**src/rtl/cmp_led_sequencer.sv**
```systemverilog
// Scans all 16 operand pairs of a 2-bit comparator into registered RGB LEDs, auto-timed or step-driven.
// Define CMP_SELFCHECK_EN to count comparator results that disagree with the golden {a<=b, a!=b, a>=b}.
module cmp_led_sequencer #(
    parameter int unsigned DWELL_CYCLES  = 50_000_000,
    parameter int unsigned SETTLE_CYCLES = 2,
    parameter int unsigned ERR_W         = 5
) (
    input  logic             clk_i,
    input  logic             rst_i,
    input  logic             start_i,
    input  logic             mode_i,
    input  logic             step_i,
    output logic [1:0]       a_out_o,
    output logic [1:0]       b_out_o,
    input  logic [2:0]       rgb_in_i,
    output logic [2:0]       led_o,
    output logic [3:0]       idx_o,
    output logic             busy_o,
    output logic             done_o,
    output logic [ERR_W-1:0] err_count_o
);

    typedef enum logic [2:0] {
        S_IDLE,
        S_DRIVE,
        S_SETTLE,
        S_SAMPLE,
        S_DWELL,
        S_DONE
    } state_t;

    localparam int unsigned SETTLE_W = $clog2(SETTLE_CYCLES + 1);
    localparam int unsigned DWELL_W  = $clog2(DWELL_CYCLES + 1);
    localparam logic [SETTLE_W-1:0] SETTLE_LAST = SETTLE_W'(SETTLE_CYCLES - 1);
    localparam logic [DWELL_W-1:0]  DWELL_LAST  = DWELL_W'(DWELL_CYCLES);

    state_t              state_q;
    logic [3:0]          idx_q;
    logic                manual_q;
    logic [2:0]          led_q;
    logic                busy_q;
    logic                done_q;
    logic [SETTLE_W-1:0] settle_cnt_q;
    logic [DWELL_W-1:0]  dwell_cnt_q;

    logic start_ok;
    logic dwell_exit;

    assign start_ok   = start_i && (state_q == S_IDLE || state_q == S_DONE);
    // Auto dwell spans the LED-update cycle plus DWELL_CYCLES further cycles.
    assign dwell_exit = manual_q ? step_i : (dwell_cnt_q == DWELL_LAST);

    // NOTE: every register here is a plain flop assigned with <=, so all of them
    // read the pre-edge values of each other regardless of statement order.
    always_ff @(posedge clk_i) begin
        if (rst_i) begin
            state_q      <= S_IDLE;
            idx_q        <= '0;
            manual_q     <= 1'b0;
            led_q        <= '0;
            busy_q       <= 1'b0;
            done_q       <= 1'b0;
            settle_cnt_q <= '0;
            dwell_cnt_q  <= '0;
        end else begin
            unique case (state_q)
                S_IDLE, S_DONE: begin
                    if (start_ok) begin
                        idx_q    <= '0;
                        manual_q <= mode_i;
                        busy_q   <= 1'b1;
                        done_q   <= 1'b0;
                        state_q  <= S_DRIVE;
                    end
                end
                S_DRIVE: begin
                    settle_cnt_q <= '0;
                    state_q      <= S_SETTLE;
                end
                S_SETTLE: begin
                    if (settle_cnt_q == SETTLE_LAST) begin
                        state_q <= S_SAMPLE;
                    end else begin
                        settle_cnt_q <= settle_cnt_q + 1'b1;
                    end
                end
                S_SAMPLE: begin
                    led_q       <= rgb_in_i;
                    dwell_cnt_q <= '0;
                    state_q     <= S_DWELL;
                end
                S_DWELL: begin
                    if (dwell_exit) begin
                        if (idx_q == 4'd15) begin
                            busy_q  <= 1'b0;
                            done_q  <= 1'b1;
                            state_q <= S_DONE;
                        end else begin
                            idx_q   <= idx_q + 1'b1;
                            state_q <= S_DRIVE;
                        end
                    end else if (!manual_q) begin
                        dwell_cnt_q <= dwell_cnt_q + 1'b1;
                    end
                end
                default: state_q <= S_IDLE;
            endcase
        end
    end

    assign a_out_o = idx_q[3:2];
    assign b_out_o = idx_q[1:0];
    assign idx_o   = idx_q;
    assign led_o   = led_q;
    assign busy_o  = busy_q;
    assign done_o  = done_q;

`ifdef CMP_SELFCHECK_EN
    logic [ERR_W-1:0] err_q;
    logic [2:0]       golden;

    always_comb begin
        golden = {idx_q[3:2] <= idx_q[1:0], idx_q[3:2] != idx_q[1:0], idx_q[3:2] >= idx_q[1:0]};
    end

    // Saturates at all-ones; a fresh scan starts from zero.
    always_ff @(posedge clk_i) begin
        if (rst_i) begin
            err_q <= '0;
        end else if (start_ok) begin
            err_q <= '0;
        end else if (state_q == S_SAMPLE && rgb_in_i != golden && err_q != '1) begin
            err_q <= err_q + 1'b1;
        end
    end

    assign err_count_o = err_q;
`else
    assign err_count_o = '0;
`endif

endmodule

```
**config.mk**
```make
export PLATFORM = sky130hd
export DESIGN_NAME = cmp_led_sequencer
export DESIGN_NICKNAME = d
export VERILOG_FILES = /design/src/rtl/cmp_led_sequencer.sv
export SDC_FILE = /design/constraint.sdc
export NUM_CORES = 1
export LEC_CHECK = 0
export CORE_MARGIN = 2
export CORE_UTILIZATION = 40
export DETAILED_ROUTE_END_ITERATION = 6
export GPL_ROUTABILITY_DRIVEN = 0
export PLACE_DENSITY = 0.69
export SETUP_SLACK_MARGIN = 0.05
export SYNTH_ARGS = -nofsm -noshare
export SYNTH_HDL_FRONTEND = slang
export SYNTH_SLANG_ARGS = --single-unit
```
**constraint.sdc**
```tcl
create_clock -name clk_i -period 2.25 [get_ports clk_i]
set_input_delay 0.45 -clock clk_i [delete_from_list [all_inputs] [get_ports clk_i]]
set_output_delay 0.45 -clock clk_i [all_outputs]
set_load 0.02 [all_outputs]
```
==> Implementation_results.wiki <==
{| class="wikitable"
! Metric !! Value
|-
| Xor-xnor portion of the synthesized cell area || 0.00715
|-
| Fraction of final layout cells sized beyond drive strength 1 || 0.108
|-
| RSZ-0062 raised after global routing || false
|-
| Share of the clock period used by the worst path || 0.869
|-
| Setup fix buffers added after clock tree synthesis || 0
|-
| TritonCTS clock tree || yes
|-
| Share of synthesized area occupied by flip-flops and latches || 0.335
|-
| Yosys Warn Count || 0
|-
| CP Data Required Time || 2.43 ns
|-
| Average routed wire per standard cell || 15.0 um
|-
| Largest area contributor in the synthesized netlist || sky130_fd_sc_hd__dfxtp_1
|-
| Net total in the final layout || 326
|-
| Crit path from || dwell_cnt_q[0]
|-
| Hold violation total from the final report || 0
|-
| Standard cell core area || 5920 um2
|-
| Switching power || 380 uW
|-
| Width of the chip || 82.2 um
|-
| Initial DRT Pass Iterations || 4
|-
| Global-route wire length before repair || 9880 um
|-
| Overall via count from detail_route || 2257
|-
| Type of element launching the critical path || flip-flop
|-
| Rows || 28
|-
| Ant. Diodes || 0
|-
| Flop2flop setup slack || 0.29 ns
|-
| Combinational cell fraction of total power || 0.118
|-
| Vias in the first global route || 2025
|-
| Area fraction of the dominant cell type after synthesis || 0.335
|-
| Async set-reset flop share out of synthesis || 0
|-
| CTS resizes || 0
|-
| Final Critical Period || 1.96 ns
|-
| Number of DRC markers after the initial detailed-route iteration || 213
|-
| Number of fill cells || 576
|-
| Share of cell area taken by muxes after synthesis || 0.0368
|-
| Maximum level of the CTS H-tree || 2
|-
| Path category of the worst min-delay check || flip-flop to flip-flop
|-
| Clock Latency Late Sink || 0.29 ns
|-
| Number of I/O port buffers || 20
|-
| Crit path kind || flip-flop to flip-flop
|-
| Critical path data arrival time || 2.14 ns
|-
| Number of max-cap violations || 0
|-
| Int Power || 1150 uW
|-
| Part of the power in registers || 0.491
|-
| Most frequently used cell type in the post-synthesis netlist || sky130_fd_sc_hd__dfxtp_1
|-
| Areal power density over the cells || 541 nW/um2
|-
| Post-DR vias/cell || 5.79
|-
| Detailed Route WL || 5840 um
|-
| Worst reg2reg path startpoint || dwell_cnt_q[0]
|-
| Yosys reg bits || 41
|-
| Place WS || 0.254 ns
|-
| Sum of negative setup slack || 0 ns
|-
| Top cells by area, synth || sky130_fd_sc_hd__dfxtp_1 (34%), sky130_fd_sc_hd__nand2_1 (5.7%), sky130_fd_sc_hd__a21oi_1 (4.5%), sky130_fd_sc_hd__mux2i_1 (3.7%), sky130_fd_sc_hd__nand3_1 (3.3%)
|-
| Top fanout value on the critical path || 13
|-
| Fraction of the mapped netlist area in simple logic gates || 0.301
|-
| Syn-to-layout area delta || 15.2%
|-
| Worst hold margin || 0.454 ns
|-
| Number of buffers created by CTS || 5
|-
| Remaining global-route overflow || 0
|-
| Most instantiated flip-flop cell in the synthesis netlist || sky130_fd_sc_hd__dfxtp_1
|-
| Remaining design rule violation count || 0
|-
| Die Footprint || 6760 um2
|-
| Combined area of all synthesized cells || 2450 um2
|-
| Clk root buf || sky130_fd_sc_hd__clkbuf_8
|-
| Portion of total power attributed to the clock network || 0.391
|-
| Mapped Avg Cell Area || 8.19 um2
|-
| Clk pin slew, worst setup/hold paths || 0.09 ns
|-
| Final ANT Viol Nets || 0
|-
| Area fraction in compound gates after synthesis || 0.213
|-
| Deepest clock path buffer count || 2
|-
| Detailed placement HPWL || 3990 um
|-
| Worst Setup End Kind || flip-flop
|-
| Count of different cell masters after synthesis || 57
|-
| TritonCTS sink count || 41
|-
| Vert. Die Dim || 82.2 um
|-
| Number of instances in the synthesized netlist || 299
|-
| Source of the worst hold timing path || led_o[1]
|-
| Final setup slack of the worst path || 0.294 ns
|-
| Adder-cell share of the synthesized area || 0.0204
|-
| Quantity of hold-fixing buffers added after cts || 0
|-
| Largest family of logic cells by synthesized area || simple AND/OR/NAND/NOR gates
|-
| Achievable clock frequency || 511 MHz
|-
| Endpoints failing setup || 0
|-
| Clk_skew || 0.00983 ns
|-
| Count of flip-flops with a built-in enable after synthesis || 0
|-
| Core occupancy in the finished layout || 0.477
|-
| Switching fraction of total power || 0.249
|-
| Status || completed
|-
| Io pins || 26
|-
| Final slew viol count || 0
|-
| Starting utilization of the core area || 0.414
|-
| Leak Pwr || 0.000966 uW
|-
| Top cells by instance count after synthesis || sky130_fd_sc_hd__dfxtp_1 (41), sky130_fd_sc_hd__nand2_1 (37), sky130_fd_sc_hd__a21oi_1 (22), sky130_fd_sc_hd__nand3_1 (16)
|-
| Initial antenna violation count || 0
|-
| Worst voltage drop across the vdd grid || 399 uV
|-
| Maximum number of pins on one net before global-route repair || 41
|-
| Global routing usage summed across all routing layers || 0.185
|}
==> cells by family (layout without fill, tap and decap cells) <==
family,count (synthesis),count (layout)
buf+inv,38,50
compound gates,76,76
flops,41,41
mux,9,9
xor+xnor,2,2
simple gates,128,128
other cells,1,5
fa+ha+maj,4,4
==> critical path, stage by stage, from the launching register on <==
cell and delay (ns):
sky130_fd_sc_hd__dfxtp_1 0.38, sky130_fd_sc_hd__inv_1 0.08, sky130_fd_sc_hd__ha_1 0.19, sky130_fd_sc_hd__nor4b_2 0.15, sky130_fd_sc_hd__nand4b_1 0.17, sky130_fd_sc_hd__o21a_2 0.33, sky130_fd_sc_hd__nor2_1 0.09, sky130_fd_sc_hd__buf_4 0.17
sky130_fd_sc_hd__o221a_2 0.28
==> power groups by stage <==
stage	Clock (uW)	Combinational, uW	Sequential (uW)
after floorplan	0	130	766
after global placement	0	177	767
after detailed placement	0	178	767
after CTS	609	179	750
after global routing	649	201	752
final	598	180	750
==> metrics by stage <==
step | total power [uW] | instances | cell area (um2)
5_1_grt | 1600 | 390 | 2820
4_1_cts | 1540 | 390 | 2820
2_1_floorplan | 896 | 303 | 2460
3_3_place_gp | 943 | 382 | 2710
6_report | 1530 | 390 | 2820
3_5_place_dp | 945 | 382 | 2710
==> cell usage in the layout, fill, tap and decap left out, drive strengths merged, types with 9 or more instances in the layout <==
cell and n:
dfxtp 41, mux2i 9, nand3 16, a21oi 22, clkdlybuf4s50 20, nor2 14, buf 14, o21ai 9
nor3 9, nand2 37, or3 12
==> final timing paths <==
path              cells after the start              end
setup / recovery                      8  dwell_cnt_q[13]
hold / removal                        2         led_o[1]
setup reg to reg                      8  dwell_cnt_q[13]
hold reg to reg                       2         led_o[1]
==> final cells by class <==
cell class	instances	area, um2	share of cell area
Tap cell	75	93.8	0.0333
Multi-Input combinational cell	224	1440	0.509
Sequential cell	41	821	0.291
Timing Repair Buffer	34	330	0.117
Clock buffer	6	72.6	0.0257
Inverter	8	30.0	0.0106
Clock inverter	2	38.8	0.0137
==> routing by layer <==
layer | global-route usage | routed length [um]
met1 | 0.268 | 2920
met5 | 0 | 0
met2 | 0.282 | 2590
met4 | 0.0533 | 61
met3 | 0.0293 | 256
==> registers in the layout (all words and copies together) (netlist names) <==
name and cells:
led_o 3, busy_o 1, idx_o 4, state_q 3, dwell_cnt_q 26, done_o 1, manual_q 1, settle_cnt_q 2
(Power assumes the default switching activity.)
==> RTL edit 1, RTL diff (same settings) <==
Encoding of `state_t`: now one-hot (6 bits for 6 states).
--- a/src/rtl/cmp_led_sequencer.sv
+++ b/src/rtl/cmp_led_sequencer.sv
@@ -22,9 +22,9 @@
 
-    typedef enum logic [2:0] {
-        S_IDLE,
-        S_DRIVE,
-        S_SETTLE,
-        S_SAMPLE,
-        S_DWELL,
-        S_DONE
+    typedef enum logic [5:0] {
+        S_IDLE   = 6'b000001,
+        S_DRIVE  = 6'b000010,
+        S_SETTLE = 6'b000100,
+        S_SAMPLE = 6'b001000,
+        S_DWELL  = 6'b010000,
+        S_DONE   = 6'b100000
     } state_t;
Function: same outputs for any inputs over 10 cycles, from zero or initial values and one cycle with rst_i high; not proved beyond that.
==> RTL edit 1 against the unedited design <==
  * Setup slack lost 160 ps
  * Sequential cell count is 3 higher
  * Combinational power decreased by 29%
  * Global-route usage fell by 1.7 points
  * Synthesized area down 3.6%
  * Cell area down 0.62%
  * Clock power shrank 19%
  * Power shrank 7.6%
  * Wire length decreased by 8.8%
==> RTL edit 1: results (changes against the unedited design) <==
Power
  – Sequential power: 801 µW (+6.8%)
  – Maximum VDD drop: 247 µV (-38%)
  – Power density over the cells: 503 mW/mm² (-7.0%)
  – LEAKAGE: 1.01 nW (+4.4%)
  – Sw Share: 25.5% (+0.64 points)
  – Combinational Power Share: 9.1% (-2.7 points)

Global route
  – First-pass GRT wire length: 8.55 mm (-13%)
  – Met1 Usage GRT: 24.0% (-2.8 points)
  – GR Util met2: 25.0% (-3.2 points)
  – Met3 Use GR: 3.67% (+0.73 points)

Logic synthesis
  – Synth top area cells: dfxtp_1 (37%), nand2_1 (6.0%), a21oi_1 (5.3%), nor2_1 (5.2%), xnor2_1 (4.8%)
  – Compound-gate portion of the synthesized area: 16.5% (-4.8 points)
  – Post-synthesis sequential area ratio: 37.3% (+3.8 points)
  – Synth Area in XOR/XNOR: 6.31% (+5.6 points)
  – Synth cell count leaders: dfxtp_1 (44), nand2_1 (38), nor2_1 (33)

Placement
  – Dpl hpwl: 3.79 mm (-5.2%)
  – Placed Instances: 383 (+0.26%)
  – Placed cell areas: 0.00267 mm² (-1.3%)

Critical path
  – Data arrival, critical path: 2360 ps (+220 ps)
  – Crit path max fanout: 7 (-6)

Layout
  – Nets: 333 (+2.1%)
  – Layout cell share with drive strength beyond 1: 13.7% (+2.9 points)
  – Final Non-Filler Cells: 393 (+0.77%)

Detailed routing
  – Met1 WL: 2.67 mm (-8.8%)
  – Met2 wire len: 2.37 mm (-8.4%)
  – Met3 wire len: 221 µm (-14%)
  – Post-Route WL: 5.32 mm (-8.8%)

Outcome
  – Outcome: complete, no violations
==> RTL edit 1: cell type report <==
cell class / instances / area (µm²) / share of cell area (%)
Multi-Input combinational cell: 220 / 1350 / 48.2
Sequential cell: 44 / 883 / 31.5
Timing Repair Buffer: 39 / 359 / 12.8
Inverter: 11 / 41.3 / 1.47
Clock buffer: 6 / 72.6 / 2.59
Tap cell: 72 / 90.1 / 3.21
Clock inverter: 1 / 5.00 / 0.178
==> RTL edit 1: path summary, 6_finish.rpt <==
| path | from | end | slack [ps] | cells after the start |
|---|---|---|---|---|
| max | dwell_cnt_q[12] | dwell_cnt_q[15] | 130 | 7 |
| max reg2reg | dwell_cnt_q[12] | dwell_cnt_q[15] | 130 | 7 |
| min | led_o[2] | led_o[2] | 460 | 2 |
| min reg2reg | led_o[2] | led_o[2] | 460 | 2 |
==> RTL edit 1: worst register-to-register path, delay by kind of cell (launching register included) <==
kind	cells	cell delay, ps
and+or+nand+nor	2	680
buffers and inverters	1	180
AOI/OAI and AO/OA	4	790
DFF	1	400
==> RTL edit 2, RTL diff (same settings) <==
Without the edit above. Change the parameter `ERR_W` from 5 to 6.
--- a/src/rtl/cmp_led_sequencer.sv
+++ b/src/rtl/cmp_led_sequencer.sv
@@ -5,3 +5,3 @@
     parameter int unsigned SETTLE_CYCLES = 2,
-    parameter int unsigned ERR_W         = 5
+    parameter int unsigned ERR_W         = 6
 ) (
Ports: changed (resized err_count_o); port bits go from 26 to 27. No check against the original RTL was run, so the function may have changed too.
==> RTL edit 2 against the unedited design <==
  * Cell area is 0.93% lower
  * Setup slack got worse by 2.3 ps
  * Critical path depth down 1
  * Clock skew fell by 0.93 ps
  * Sequential cell count unchanged
  * Synthesized area up 0.31%
  * Wire length rose by 3.3%
  * Power decreased by 6.9%
  * Non-clock buffer count rose by 1
  * Critical endpoint is now idx_o[2]
  * Highest routed layer unchanged
==> RTL edit 2: results (changes against the unedited design) <==
Detailed routing
  – Via density: 5.92 (+2.4%)
  – Routed vias: 2322 (+2.9%)
  – 1st-iter DRT viols: 166 (-22%)
  – Drt wl/cell: 15.4 µm (+2.7%)

Placement
  – Post-Place Worst Slack: 314 ps (+59.2 ps)
  – Placed cell areas: 0.00271 mm² (about the same)
  – Dpl hpwl: 4.13 mm (+3.3%)
  – Placed Instances: 384 (+0.52%)

Layout
  – Nets: 328 (+0.61%)
  – Largest reg by FF count: dwell_cnt_q
  – Layout cell share with drive strength beyond 1: 11.4% (+0.56 points)
  – Antenna Cells: 0 (unchanged)
  – Layout fillers: 569 (-1.2%)

Critical path
  – Crit path max fanout: 9 (-4)
  – Reg2Reg Depth: 7 (-1)
  – Critical Path Max Stage Delay: 430 ps (+50 ps)
  – Slowest library cell on the worst path: or4_1
  – R2r endpoint: idx_o[2]
  – Data arrival, critical path: 2190 ps (+50 ps)

Global route
  – Vias in the first global route: 2093 (+3.4%)
  – Met3 Use GR: 3.04% (+0.11 points)
  – First-pass GRT wire length: 10.3 mm (+4.4%)
  – Tot GR Track Use: 19.6% (+1.1 points)
  – Met1 Usage GRT: 28.5% (+1.7 points)
  – GR Util met2: 29.7% (+1.5 points)

Clocking
  – Clock transition at path regs: 90 ps (about the same)
  – H-tree depth: 2 (unchanged)

Timing
  – WHS: 457 ps (+2.94 ps)
  – Clock Skews: 8.90 ps (-0.926 ps)

Logic synthesis
  – Async SR Flop Fraction: 0% (unchanged)
  – Post-synthesis mux area share: 3.67% (-0.011 points)
  – Compound-gate portion of the synthesized area: 21.2% (-0.065 points)
  – Mean Syn Cell Area: 8.19 µm² (about the same)
  – Post-synthesis sequential area ratio: 33.4% (-0.10 points)
  – Synth top area cells: dfxtp_1 (33%), nand2_1 (5.7%), a21oi_1 (4.5%), mux2i_1 (3.7%), buf_4 (3.4%)

Power
  – Maximum VDD drop: 332 µV (-17%)
  – LEAKAGE: 0.955 nW (-1.1%)

Hold path
  – Worst hold endpoint: led_o[0]

Outcome
  – Outcome: complete, no violations
[RTL edit 2: cell count changes after synthesis]
cell   unedited run  this run
buf_4            10        11
[RTL edit 2: cell type report]
| type | instances | area (µm²) | area share, % |
|---|---|---|---|
| tap | 75 | 93.8 | 3.36 |
| inverter | 8 | 30.0 | 1.07 |
| timing repair buffer | 35 | 325 | 11.6 |
| clock inverter | 3 | 17.5 | 0.627 |
| multi-input combinational | 225 | 1440 | 51.5 |
| clock buffer | 5 | 68.8 | 2.46 |
| sequential | 41 | 821 | 29.4 |
[RTL edit 2: how the worst max path moves through the flow]
| stage | start | to | slack [ps] |
|---|---|---|---|
| finish | dwell_cnt_q[0] | idx_o[2] | 290 |
| global route | dwell_cnt_q[0] | dwell_cnt_q[3] | 170 |
| CTS | dwell_cnt_q[0] | idx_o[2] | 290 |
| detailed placement | step_i | idx_o[2] | 310 |
| global placement | step_i | idx_o[2] | 360 |
| floorplan | dwell_cnt_q[0] | idx_o[2] | 470 |
[RTL edit 2: report_power, final]
part / total [mW] / leakage (nW) / switching, mW / internal (mW)
logic: 0.187 / 0.580 / 0.108 / 0.0783
clock network: 0.489 / 0.0439 / 0.275 / 0.214
registers: 0.746 / 0.331 / 0.00899 / 0.737
[RTL edit 2: layer usage]
layer / up-vias / share of wire, %
li1: 1137 / -
met1: 1093 / 46
met2: 82 / 46
met3: 10 / 6.8
met4: 0 / 1.4
met5: - / 0
[RTL edit 2: worst max-delay path: cells and delay by family, from the launching register on]
kind,cells,cell delay (ps)
flops,1,340
simple gates,3,850
buf+inv,1,90
fa+ha+maj,1,140
compound gates,2,500
